### src/rtl/rr_mux_nx1.sv
// Round-robin N:1 multiplexer with per-channel valid/ready and a registered output stage.
// Optional feature macro: RR_MUX_FORCE_SEL_EN adds force_en/force_sel to pin the grant to one channel.
module rr_mux_nx1 #(
  parameter int NUM_CH = 8,
  parameter int DATA_W = 8,
  parameter int SEL_W  = $clog2(NUM_CH)
) (
  input  logic                     clk,
  input  logic                     rst_n,
  input  logic [NUM_CH*DATA_W-1:0] in_data,
  input  logic [NUM_CH-1:0]        in_valid,
  output logic [NUM_CH-1:0]        in_ready,
`ifdef RR_MUX_FORCE_SEL_EN
  input  logic                     force_en,
  input  logic [SEL_W-1:0]         force_sel,
`endif
  output logic [DATA_W-1:0]        out_data,
  output logic [SEL_W-1:0]         out_sel,
  output logic                     out_valid,
  input  logic                     out_ready
);

  logic [SEL_W-1:0] ptr;
  logic [SEL_W-1:0] grant;
  logic [SEL_W-1:0] ptr_next;
  logic             gnt_any;
  logic             forced;
  logic             load_ok;
  logic             load;
  int               idx;

  assign load_ok = !out_valid || out_ready;
  assign load    = load_ok && gnt_any;

  // Walk offsets from the far end back toward ptr so the closest requester wins.
  // NOTE: every always_comb output gets a default first, otherwise a latch is inferred.
  always_comb begin : grant_search
    grant   = '0;
    gnt_any = 1'b0;
    forced  = 1'b0;
    idx     = 0;
    for (int i = NUM_CH - 1; i >= 0; i--) begin
      idx = int'(ptr) + i;
      if (idx >= NUM_CH) idx = idx - NUM_CH;
      if (in_valid[SEL_W'(idx)]) begin
        grant   = SEL_W'(idx);
        gnt_any = 1'b1;
      end
    end
`ifdef RR_MUX_FORCE_SEL_EN
    if (force_en) begin
      forced = 1'b1;
      if (int'(force_sel) < NUM_CH) begin
        grant   = force_sel;
        gnt_any = in_valid[force_sel];
      end else begin
        grant   = '0;
        gnt_any = 1'b0;
      end
    end
`endif
  end

  assign ptr_next = (int'(grant) == NUM_CH - 1) ? '0 : grant + SEL_W'(1);

  always_comb begin
    in_ready = '0;
    if (rst_n && load) in_ready[grant] = 1'b1;
  end

  // NOTE: state registers use non-blocking assignments so every flop samples pre-edge values.
  always_ff @(posedge clk) begin
    if (!rst_n) begin
      out_valid <= 1'b0;
      out_data  <= '0;
      out_sel   <= '0;
      ptr       <= '0;
    end else if (load) begin
      out_valid <= 1'b1;
      out_data  <= in_data[int'(grant)*DATA_W +: DATA_W];
      out_sel   <= grant;
      if (!forced) ptr <= ptr_next;
    end else if (out_valid && out_ready) begin
      out_valid <= 1'b0;
    end
  end

endmodule

### config.mk
export PLATFORM = sky130hd
export DESIGN_NAME = rr_mux_nx1
export DESIGN_NICKNAME = d
export VERILOG_FILES = /design/src/rtl/rr_mux_nx1.sv
export SDC_FILE = /design/constraint.sdc
export NUM_CORES = 1
export LEC_CHECK = 0
export BUFFER_PORTS_ARGS = -buffer_cell sky130_fd_sc_hd__buf_4
export CAP_MARGIN = 20
export CORE_ASPECT_RATIO = 2
export CORE_UTILIZATION = 52
export DETAILED_ROUTE_END_ITERATION = 6
export PLACE_DENSITY = 0.87
export SLEW_MARGIN = 20
export SYNTH_ARGS = -nofsm -noshare
export SYNTH_HDL_FRONTEND = slang
export SYNTH_SLANG_ARGS = --single-unit
### constraint.sdc
create_clock -name clk -period 6.3 [get_ports clk]
set_input_delay 0.945 -clock clk [delete_from_list [all_inputs] [get_ports clk]]
set_output_delay 0.945 -clock clk [all_outputs]
set_load 0.1 [all_outputs]
Word-level counts from Yosys, hierarchy flattened

Cells that the tools add are included.

Register bits after elaboration: 15
Output and inout bits: 20

$add $sub $neg: 16
Magnitude comparators: 18
Equality and inequality tests: 1
Shifts and indexed selects: 1
Mux-type cells: 54
Reduce and logical (&&, ||, !) cells: 7

Operators with widths:

| kind                                                              | number |
|---|---|
| indexed part select 64 x 7 -> 8 bit                               | 1 |
| 2-to-1 mux 3 bit                                                  | 17 |
| < comparator 3 x 5 -> 1 bit, second input constant                | 8 |
| greater-or-equal comparator 4 bit, second input constant          | 7 |
| 2-to-1 mux 1 bit                                                  | 27 |
| binary-select mux 1 bit (select 3 bit)                            | 8 |
| subtractor 3 x 1 -> 3 bit, second input constant                  | 8 |
| adder 3 x 3 -> 4 bit, second input constant                       | 4 |
| adder 3 x 2 -> 4 bit, second input constant                       | 2 |
| 2-to-1 mux 8 bit                                                  | 1 |
| adder 3 x 1 -> 4 bit, second input constant                       | 1 |
| greater-or-equal comparator 3 x 4 -> 1 bit, second input constant | 1 |
| logical AND 1 bit                                                 | 4 |
| < comparator 3 x 4 -> 1 bit, second input constant                | 1 |
| adder 3 x 1 -> 3 bit, second input constant                       | 1 |
| demux 1 bit (select 3 bit)                                        | 1 |
| == test 3 x 1 -> 1 bit, second input constant                     | 1 |
| greater-or-equal comparator 3 x 1 -> 1 bit, second input constant | 1 |
| nonzero test 2 bit                                                | 1 |
| logical NOT 1 bit                                                 | 1 |
| logical OR 1 bit                                                  | 1 |

Longest topological paths before layout

Gate-level depths: netlist (run 1).

Depth in word-level cells: 19
Mapped depth: 16
Mapped depth without buffers: 11

Worst setup path before layout (run 1)

No wires, ideal clock.

Kind: register -> output
Start: reg ptr[0]
End: out in_ready[4]
Data arrival time: 5.927 ns
Data required time: 5.355 ns
Setup slack: -0.572 ns
Stages on the path, launching flop included: 15
Path through: dfxtp_1 -> buf_6 -> buf_2 -> inv_1 -> ha_1 -> buf_6 -> mux2_4 -> mux4_2 -> a41oi_2 -> a21oi_1 -> o2111ai_2 -> mux2i_1 -> buf_4 -> buf_6 -> nor4bb_1

Word-level cells in the longest chain between the ends: 19
Elaborated cells on any way between the ends: 79
Classes of those cells: 15 x add/sub; 10 x order compare; 51 x mux; 3 x reduce/logical

Ends and longest elaborated chain:

| element                                                                                                         | line | text |
|---|---|---|
| start: declaration                                                                                              | 23   | `logic [SEL_W-1:0] ptr;` |
| start signal: assignment                                                                                        | 82   | `if (!forced) ptr <= ptr_next;` |
| adder 3 x 3 -> 4 bit                                                                                            | 43   | `idx = int'(ptr) + i;` |
| greater-or-equal comparator 4 bit or subtractor 3 x 1 -> 3 bit (tied branches)                                  | 44   | `if (idx >= NUM_CH) idx = idx - NUM_CH;` |
| 2-to-1 mux 3 bit                                                                                                | 44   |  |
| binary-select mux 1 bit (select 3 bit)                                                                          | 45   | `if (in_valid[SEL_W'(idx)]) begin` |
| 2-to-1 mux 1 bit (not written as such) (2 in a row)                                                             | 45   |  |
| 2-to-1 mux 3 bit (8 in a row)                                                                                   | 45   |  |
| < comparator 3 x 4 -> 1 bit (not written as such) or greater-or-equal comparator 3 x 1 -> 1 bit (tied branches) | 68   | `if (rst_n && load) in_ready[grant] = 1'b1;` |
| logical AND 1 bit (not written as such)                                                                         | 68   |  |
| 2-to-1 mux 1 bit (not written as such)                                                                          | 68   |  |
| demux 1 bit (select 3 bit)                                                                                      | 68   |  |
| 2-to-1 mux 8 bit *                                                                                              | 68   |  |
| end: declaration                                                                                                | 12   | `output logic [NUM_CH-1:0] in_ready,` |

Mark *: on every way between the ends. The rest lies on a longest branch, timed or not. The select of a mux whose other input is x is not followed.

Worst setup path in the final report (run 1)

Start: reg ptr[1]
End: out in_ready[4]

The elaborated chain is that of the path after synthesis.

==> flow_summary.yaml, run 1 <==
detailed_routing:
  post-route-drc-count: 0
  viasPerCell: 6.08
  first_iter_violations: 56
  drt.antenna.violating_nets: 0
  detail_route.first_pass.iterations: 4
  route.vias.total: 2309
  wl_mm: 6.51
  wl_per_cell_um: 17.1
synth:
  primary_flip_flop_cell_chosen_by_synthesis_mapping: "dfxtp_1"
  syn_inst: 245
  postSynthAreaPerCell_um2: 8.81
  net_count_after_synthesis: 322
  ys_seq_elements: 15
  count_of_different_cell_masters_after_synthesis: 58
  syn_area_um2: 2160
  ys.warnings.count: 0
  synth-edff-count: 0
  synth-async-reset-ratio: 0
  synth-seq-area-share: 0.139
sta:
  worst-slew-pin-transition_ps: 753
  fin_worst_skew_ps: 2.11
  max_slew_margin: 0.498
  final.min_clock_period_ps: 5030
  final-hold-violation-count: 0
  totalNegativeSetupSlack_ps: 0
  timing.final.crit_share: 0.799
  rsz0062_at_grt: "false"
  number_of_pins_exceeding_their_max_slew_limit_in_the_final_report: 0
  max_clock_freq_mhz: 199
  setup-violations-final: 0
clocking:
  cts.sink_count: 15
  cts.repair_timing.setup_buffer_count: 0
  worst_skew_pair.late_latency_ps: 240
  post_cts_resized: 0
  clkTransAtPathRegs_ps: 60
  holdBufCountCts: 0
  cts_inserted_buffers: 3
  cts-root-to-sink-buffers: 2
  cts_tree: "built"
  clk_root_buffer_cell: "clkbuf_8"
  cts_max_level: 1
finish:
  final.fill_count: 336
  diodes: 0
  syn_to_final_growth_pct: 35.2
  seq_area_um2: 300
  layout_commonest_cell: "buf_4"
  multi_input_comb_area_um2: 1730
  final_nets: 407
  utilization: 0.744
  post_route_cells_drive_above_1_share: 0.426
  layout_common_cells: "101 x buf_4, 34 x mux2i_1, 19 x a21oi_1, 16 x a22o_1, 15 x dfxtp_1"
floorplanning:
  fp.dieW_um: 47.6
  placeableCoreArea_um2: 3920
  die_h_um: 93.1
  initial_utilization: 0.550
  core.rowCount: 32
  io_pins: 95
  die-area_um2: 4430
critical_path:
  cpLargestDelayFamily: "multiplexers"
  worst_setup_path_startpoint: "ptr[1]$_SDFFE_PN0N_"
  cp.depth: 11
  worst_path_most_repeated_cell: "buf_4"
  worst_ep_arrival_time_ps: 4090
  critical_path.slowest_cell: "ha_1"
  worst_r2r_startpoint: "ptr[1]$_SDFFE_PN0N_"
  timing.critical_path.slowest_cell_delay_ps: 770
  timing.setup.critical_path_class: "reg -> out"
  crit_required_ps: 5350
  timing.critical_path.cells: "inv_1 > ha_1 > mux2_1 > mux4_2 > a41oi_2 > a21oi_1 > o2111ai_2 > mux2i_4 > buf_4 > nor4bb_2 > buf_4"
  start_kind: "register"
  worst_r2r_path_depth: 12
  end_kind: "output pin"
  buffering_stage_count_on_the_worst_path_with_inverters_included: 3
  worstPathMaxFanout: 19
grt:
  grt_util_met1: 0.331
  initial_antenna_violation_count: 0
  grt.met2_usage: 0.588
  grt_first_pass_wirelength_mm: 10.4
  grt.overflow.total: 0
  grt_util_met3: 0.0463
  first_global_vias: 2343
  global_route.usage.total: 0.319
  grt_most_used_layer: "met2"
  grt_start_max_net_pins: 20
placement:
  gpl.final_weighted_congestion: 0.941
  dp.final_hpwl_mm: 5.29
  numPortBuffers: 94
worst_hold_path:
  whs_path_depth: 2
  hold_class: "reg -> reg"
  worstHoldStart: "out_sel[2]$_SDFFE_PN0N_"
run_status:
  outcome: "completed"
flow_run:
  drv_cap: 0
## logic make-up after synthesis
| kind of cell | after synthesis | share of synthesized area |
|---|---|---|
| compound gates | 84 | 0.305 |
| buf+inv | 28 | 0.0724 |
| fa+ha+maj | 2 | 0.0116 |
| mux | 50 | 0.294 |
| flops | 15 | 0.139 |
| xor+xnor | 5 | 0.0203 |
| simple gates | 61 | 0.157 |
## Yosys cell counts (2+ instances only)
cell / count / share of area
dfxtp_1: 15 / 0.14
a211o_1: 2 / 0.0081
or2_2: 2 / 0.0058
o22ai_1: 3 / 0.0087
mux4_2: 8 / 0.083
a31oi_1: 2 / 0.0058
o211ai_1: 3 / 0.010
nor2_1: 14 / 0.024
ha_1: 2 / 0.012
mux2i_1: 35 / 0.16
nor2b_1: 3 / 0.0087
o21ai_0: 13 / 0.030
a21oi_1: 20 / 0.046
nor4bb_1: 2 / 0.0093
clkbuf_1: 6 / 0.010
nand3_1: 8 / 0.019
inv_1: 7 / 0.012
a22o_1: 16 / 0.065
buf_2: 8 / 0.019
a211oi_2: 8 / 0.046
mux2_4: 4 / 0.028
or2_1: 2 / 0.0058
xor2_1: 3 / 0.012
buf_4: 3 / 0.010
xnor2_1: 2 / 0.0081
nand2_1: 9 / 0.016
nand2b_1: 11 / 0.032
buf_6: 4 / 0.021
## flip-flops by register name, summed over array words and instances (netlist names)
register   flops
out_sel        3
out_valid      1
out_data       8
ptr            3
## cell type report
class	instances	area share
clock buffer	3	0.0141
clock inverter	1	0.00171
inverter	7	0.00900
multi-input combinational	202	0.591
sequential	15	0.103
tap	51	0.0219
timing repair buffer	101	0.260
## path summary, 6_finish.rpt
path                              endpoint  slack (ps)
setup reg to reg  out_data[0]$_SDFFE_PN0N_        2430
hold / removal     out_sel[2]$_SDFFE_PN0N_         560
setup / recovery               in_ready[4]        1270
hold reg to reg    out_sel[2]$_SDFFE_PN0N_         560
## per-stage QoR
step / cells / area (um^2) / hold slack, ps / setup slack (ps)
2_1_floorplan: 245 / 2170 / 817 / 519
3_3_place_gp: 376 / 2870 / 529 / 1650
3_5_place_dp: 376 / 2870 / 541 / 1540
4_1_cts: 380 / 2920 / 560 / 1270
5_1_grt: 380 / 2920 / 578 / 1010
6_report: 380 / 2920 / 559 / 1270
## worst register-to-register path: stages (launching register included)
cell and delay, ps:
dfxtp_1 320, inv_1 100, ha_1 770, mux2_4 360, mux2i_1 300, nor2_1 70, a2111oi_0 390, o22ai_1 170
a21oi_2 310, buf_4 300, and3b_1 390, a22o_1 220, a211oi_2 40
## metal layers
metal	part of all wire	up-vias	wire length, um
li1	-	1106	-
met4	0.025	0	160
met5	0	-	0
met1	0.35	1090	2310
met3	0.051	14	332
met2	0.57	99	3710
Power of run 1 is left out: the tool's default activity adds up to more than one toggle a clock period on the data nets, which glitch-free logic cannot reach.
==> run 2, diff against run 1 <==
Settings changed: CORE_UTILIZATION 52 to 44, PLACE_DENSITY 0.87 to 0.78.
Clock period 6.3 ns to 4.3 ns, I/O delays scaled along.
==> flow_summary.yaml, run 2 (synthesized netlist as in run 1, its figures left out) <==
run_status:
  outcome: "completed"
finish:
  seq_area_um2: 302
  largest_registers: "out_data: 8 flops, out_sel: 3 flops, ptr: 3 flops"
  diodes: 0
  utilization: 0.663
  layout_common_cells: "109 x buf_4, 34 x mux2i_1, 19 x a21oi_1, 16 x a22o_1, 14 x dfxtp_1"
  multi_input_comb_area_um2: 1810
  syn_to_final_growth_pct: 42.6
  layout_commonest_cell: "buf_4"
  top_reg_by_flops: "out_data"
  final_nets: 416
  final.fill_count: 409
  post_route_cells_drive_above_1_share: 0.470
  largest_reg_flops: 8
placement:
  dp.final_hpwl_mm: 5.38
  numPortBuffers: 94
  gpl.final_weighted_congestion: 0.922
sta:
  final-hold-violation-count: 0
  fin_worst_skew_ps: 2.17
  number_of_pins_exceeding_their_max_slew_limit_in_the_final_report: 0
  max_slew_margin: 0.598
  max_clock_freq_mhz: 241
  setup-violations-final: 0
  rsz0062_at_grt: "false"
  final.min_clock_period_ps: 4150
  timing.final.crit_share: 0.965
  worst-slew-pin-transition_ps: 602
clocking:
  cts_tree: "built"
  cts_inserted_buffers: 3
  clkTransAtPathRegs_ps: 60
  cts.sink_count: 15
  worst_skew_pair.late_latency_ps: 250
  clk_root_buffer_cell: "clkbuf_8"
  cts_max_level: 1
  cts-root-to-sink-buffers: 2
worst_hold_path:
  hold_class: "reg -> reg"
  worstHoldStart: "out_sel[1]$_SDFFE_PN0N_"
detailed_routing:
  detail_route.first_pass.iterations: 4
  route.vias.total: 2352
  wl_per_cell_um: 17.0
  first_iter_violations: 71
  wl_mm: 6.69
  post-route-drc-count: 0
  drt.antenna.violating_nets: 0
  viasPerCell: 5.98
critical_path:
  start_kind: "register"
  end_kind: "output pin"
  worst_r2r_startpoint: "ptr[1]$_SDFFE_PN0N_"
  worst_ep_arrival_time_ps: 3500
  timing.setup.critical_path_class: "reg -> out"
  worst_setup_path_startpoint: "ptr[1]$_SDFFE_PN0N_"
  crit_required_ps: 3650
  worstPathMaxFanout: 13
grt:
  global_route.usage.total: 0.265
  grt_start_max_net_pins: 30
  initial_antenna_violation_count: 0
  first_global_vias: 2299
  grt_first_pass_wirelength_mm: 10.4
  grt.overflow.total: 0
floorplanning:
  io_pins: 95
  initial_utilization: 0.465
  die_h_um: 101
  placeableCoreArea_um2: 4640
  fp.dieW_um: 51.5
  core.rowCount: 35
  die-area_um2: 5210
flow_run:
  drv_cap: 0
[run 2: layout make-up]
class	count	share of cell area
Timing Repair Buffer	110	0.269
Tap cell	55	0.0223
Inverter	7	0.00935
Multi-Input combinational cell	202	0.586
Sequential cell	15	0.0979
Clock buffer	4	0.0146
[run 2: path summary, 6_finish.rpt]
check                                                end  depth (start not counted)  slack [ps]
worst max-delay path                         in_ready[1]                         12         150
worst min-delay path             out_sel[1]$_SDFFE_PN0N_                          2         510
worst max register to register  out_data[3]$_SDFFE_PN0N_                         13         650
worst min register to register   out_sel[1]$_SDFFE_PN0N_                          2         510
[run 2: metrics by stage]
stage | hold WS (ps) | instances | TNS, ps | setup WS [ps] | area, um^2
CTS | 516 | 388 | 0 | 30.7 | 3030
global route | 544 | 393 | 0 | 9.27 | 3080
finish | 510 | 393 | 0 | 151 | 3080
detailed placement | 497 | 381 | 0 | 262 | 2960
floorplan | 784 | 245 | -300 | -300 | 2250
global placement | 496 | 381 | 0 | 363 | 2960
[run 2: what timing repair did]
| action | CTS | global route |
|---|---|---|
| gates resized for setup | 0 | 3 |
| cloned | 0 | 0 |
| pin swaps | 0 | 3 |
| setup buffers | 3 | 5 |
| hold buffers | 0 | 0 |
| endpoints found under the setup margin | 1 | 8 |
[run 2: layer usage]
metal	track usage	vias to the layer above	share of wire
li1	-	1120	-
met5	0	-	0
met3	0.0437	23	0.057
met4	0.148	0	0.048
met1	0.252	1088	0.33
met2	0.504	121	0.57
[run 2: worst max-delay path, cell delays in order (launching register included)]
cell	delay, ps
dfxtp_1	330
inv_1	120
ha_4	400
buf_4	150
mux4_2	350
mux2i_1	300
o311ai_1	130
nor2_1	180
a2111oi_4	110
a211oi_4	410
or2b_1	360
nor2_4	100
buf_4	290
Power of run 2 is left out for the same reason.
==> run 3, diff against run 2 <==
Settings changed: REMOVE_ABC_BUFFERS set to 1.
==> flow_summary.yaml, run 3 (synthesized netlist as in run 1, its figures left out) <==
floorplanning:
  fp.dieW_um: 51.5
  die_h_um: 101
  core.rowCount: 35
  die-area_um2: 5210
  initial_utilization: 0.465
  placeableCoreArea_um2: 4640
  io_pins: 95
placement:
  dp.final_hpwl_mm: 5.10
  pre_cts_ws_ps: 266
  gpl.final_weighted_congestion: 0.954
  numPortBuffers: 94
  numPlacedInstances: 381
sta:
  rsz0062_at_grt: "false"
  fin_worst_skew_ps: 6.41
  final.min_clock_period_ps: 4120
  max_clock_freq_mhz: 243
  timing.hold.ws_ps: 523
  max_slew_margin: 0.652
  timing.final.crit_share: 0.958
  setup-violations-final: 0
  setup_ws_post_layout_ps: 181
  final-hold-violation-count: 0
  number_of_pins_exceeding_their_max_slew_limit_in_the_final_report: 0
  worst-slew-pin-transition_ps: 522
grt:
  grt.overflow.total: 0
  grt_start_max_net_pins: 31
  global_route.usage.total: 0.254
  initial_antenna_violation_count: 0
  grt_first_pass_wirelength_mm: 10.2
  first_global_vias: 2317
clocking:
  worst_skew_pair.late_latency_ps: 250
  clk_root_buffer_cell: "clkbuf_8"
  cts.sink_count: 15
  cts_max_level: 1
  cts-root-to-sink-buffers: 2
  cts_inserted_buffers: 3
  holdBufCountCts: 0
  cts_tree: "built"
  clkTransAtPathRegs_ps: 60
  cts.repair_timing.setup_buffer_count: 0
finish:
  layout_commonest_cell: "buf_4"
  layoutNonFillerInstCount: 385
  diodes: 0
  final.fill_count: 435
  top_reg_by_flops: "out_data"
  layout_common_cells: "102 x buf_4, 34 x mux2i_1, 19 x a21oi_1, 16 x a22o_1, 15 x dfxtp_1"
  largest_reg_flops: 8
  largest_registers: "out_data: 8 flops, out_sel: 3 flops, ptr: 3 flops"
  syn_to_final_growth_pct: 36.0
  final_nets: 408
  seq_area_um2: 300
  multi_input_comb_area_um2: 1730
  post_route_cells_drive_above_1_share: 0.424
detailed_routing:
  viasPerCell: 6.02
  wl_per_cell_um: 16.3
  wl_mm: 6.29
  route.vias.total: 2317
  post-route-drc-count: 0
  drt.antenna.violating_nets: 0
  first_iter_violations: 43
  detail_route.first_pass.iterations: 4
critical_path:
  end_kind: "output pin"
  critical_path.slowest_cell: "mux4_2"
  cpLargestDelayFamily: "multiplexers"
  buffering_stage_count_on_the_worst_path_with_inverters_included: 2
  timing.setup.critical_path_class: "reg -> out"
  worst_ep_arrival_time_ps: 3470
  timing.critical_path.cells: "inv_1 > ha_4 > mux2_1 > mux4_2 > a41oi_2 > a21oi_1 > o2111ai_2 > mux2i_4 > nor4bb_1 > buf_4"
  crit_required_ps: 3650
  timing.critical_path.slowest_cell_delay_ps: 520
  worstPathMaxFanout: 12
  start_kind: "register"
flow_run:
  drv_cap: 0
run_status:
  outcome: "completed"
worst_hold_path:
  hold_class: "reg -> reg"
[run 3: final timing paths]
kind / from / to / slack [ps] / cells past startpoint
max reg2reg: ptr[1]$_SDFFE_PN0N_ / out_data[6]$_SDFFE_PN0N_ / 660 / 12
max: ptr[1]$_SDFFE_PN0N_ / in_ready[4] / 180 / 10
min: out_sel[1]$_SDFFE_PN0N_ / out_sel[1]$_SDFFE_PN0N_ / 520 / 2
min reg2reg: out_sel[1]$_SDFFE_PN0N_ / out_sel[1]$_SDFFE_PN0N_ / 520 / 2
[run 3: final cells by class]
class                           count  share of cell area
Sequential cell                    15               0.102
Timing Repair Buffer              102               0.261
Multi-Input combinational cell    202               0.589
Inverter                            7             0.00894
Clock buffer                        4              0.0153
Tap cell                           55              0.0234
[run 3: worst reg2reg max path: stages, from the launching register on]
cell and delay (ps):
dfxtp_1 330, inv_1 110, ha_4 380, mux2_1 340, mux4_2 520, a41oi_2 210, a21oi_1 110, o2111ai_2 240
mux2i_4 370, buf_4 410, a21oi_1 100, a22o_1 250, a211oi_2 200
[run 3: timing repair]
action | in CTS | in global routing
pin swaps | 0 | 0
gates resized for setup | 1 | 1
endpoints found under the setup margin | 1 | 8
[run 3: stage by stage]
stage                     setup TNS (ps)  area [um^2]  utilization
after CTS                              0         2930        0.631
after global placement                 0         2880        0.620
after global routing                   0         2940        0.633
after detailed placement               0         2880        0.620
after floorplan                   -36720         2030            -
final                                  0         2940        0.633
[run 3: metal layers]
metal	global-route usage	vias up	routed length, um
met5	0	-	0
met4	0.110	0	240
met3	0.0271	23	206
met2	0.522	87	3740
met1	0.229	1095	2100
li1	-	1112	-
Power of run 3 is left out for the same reason.
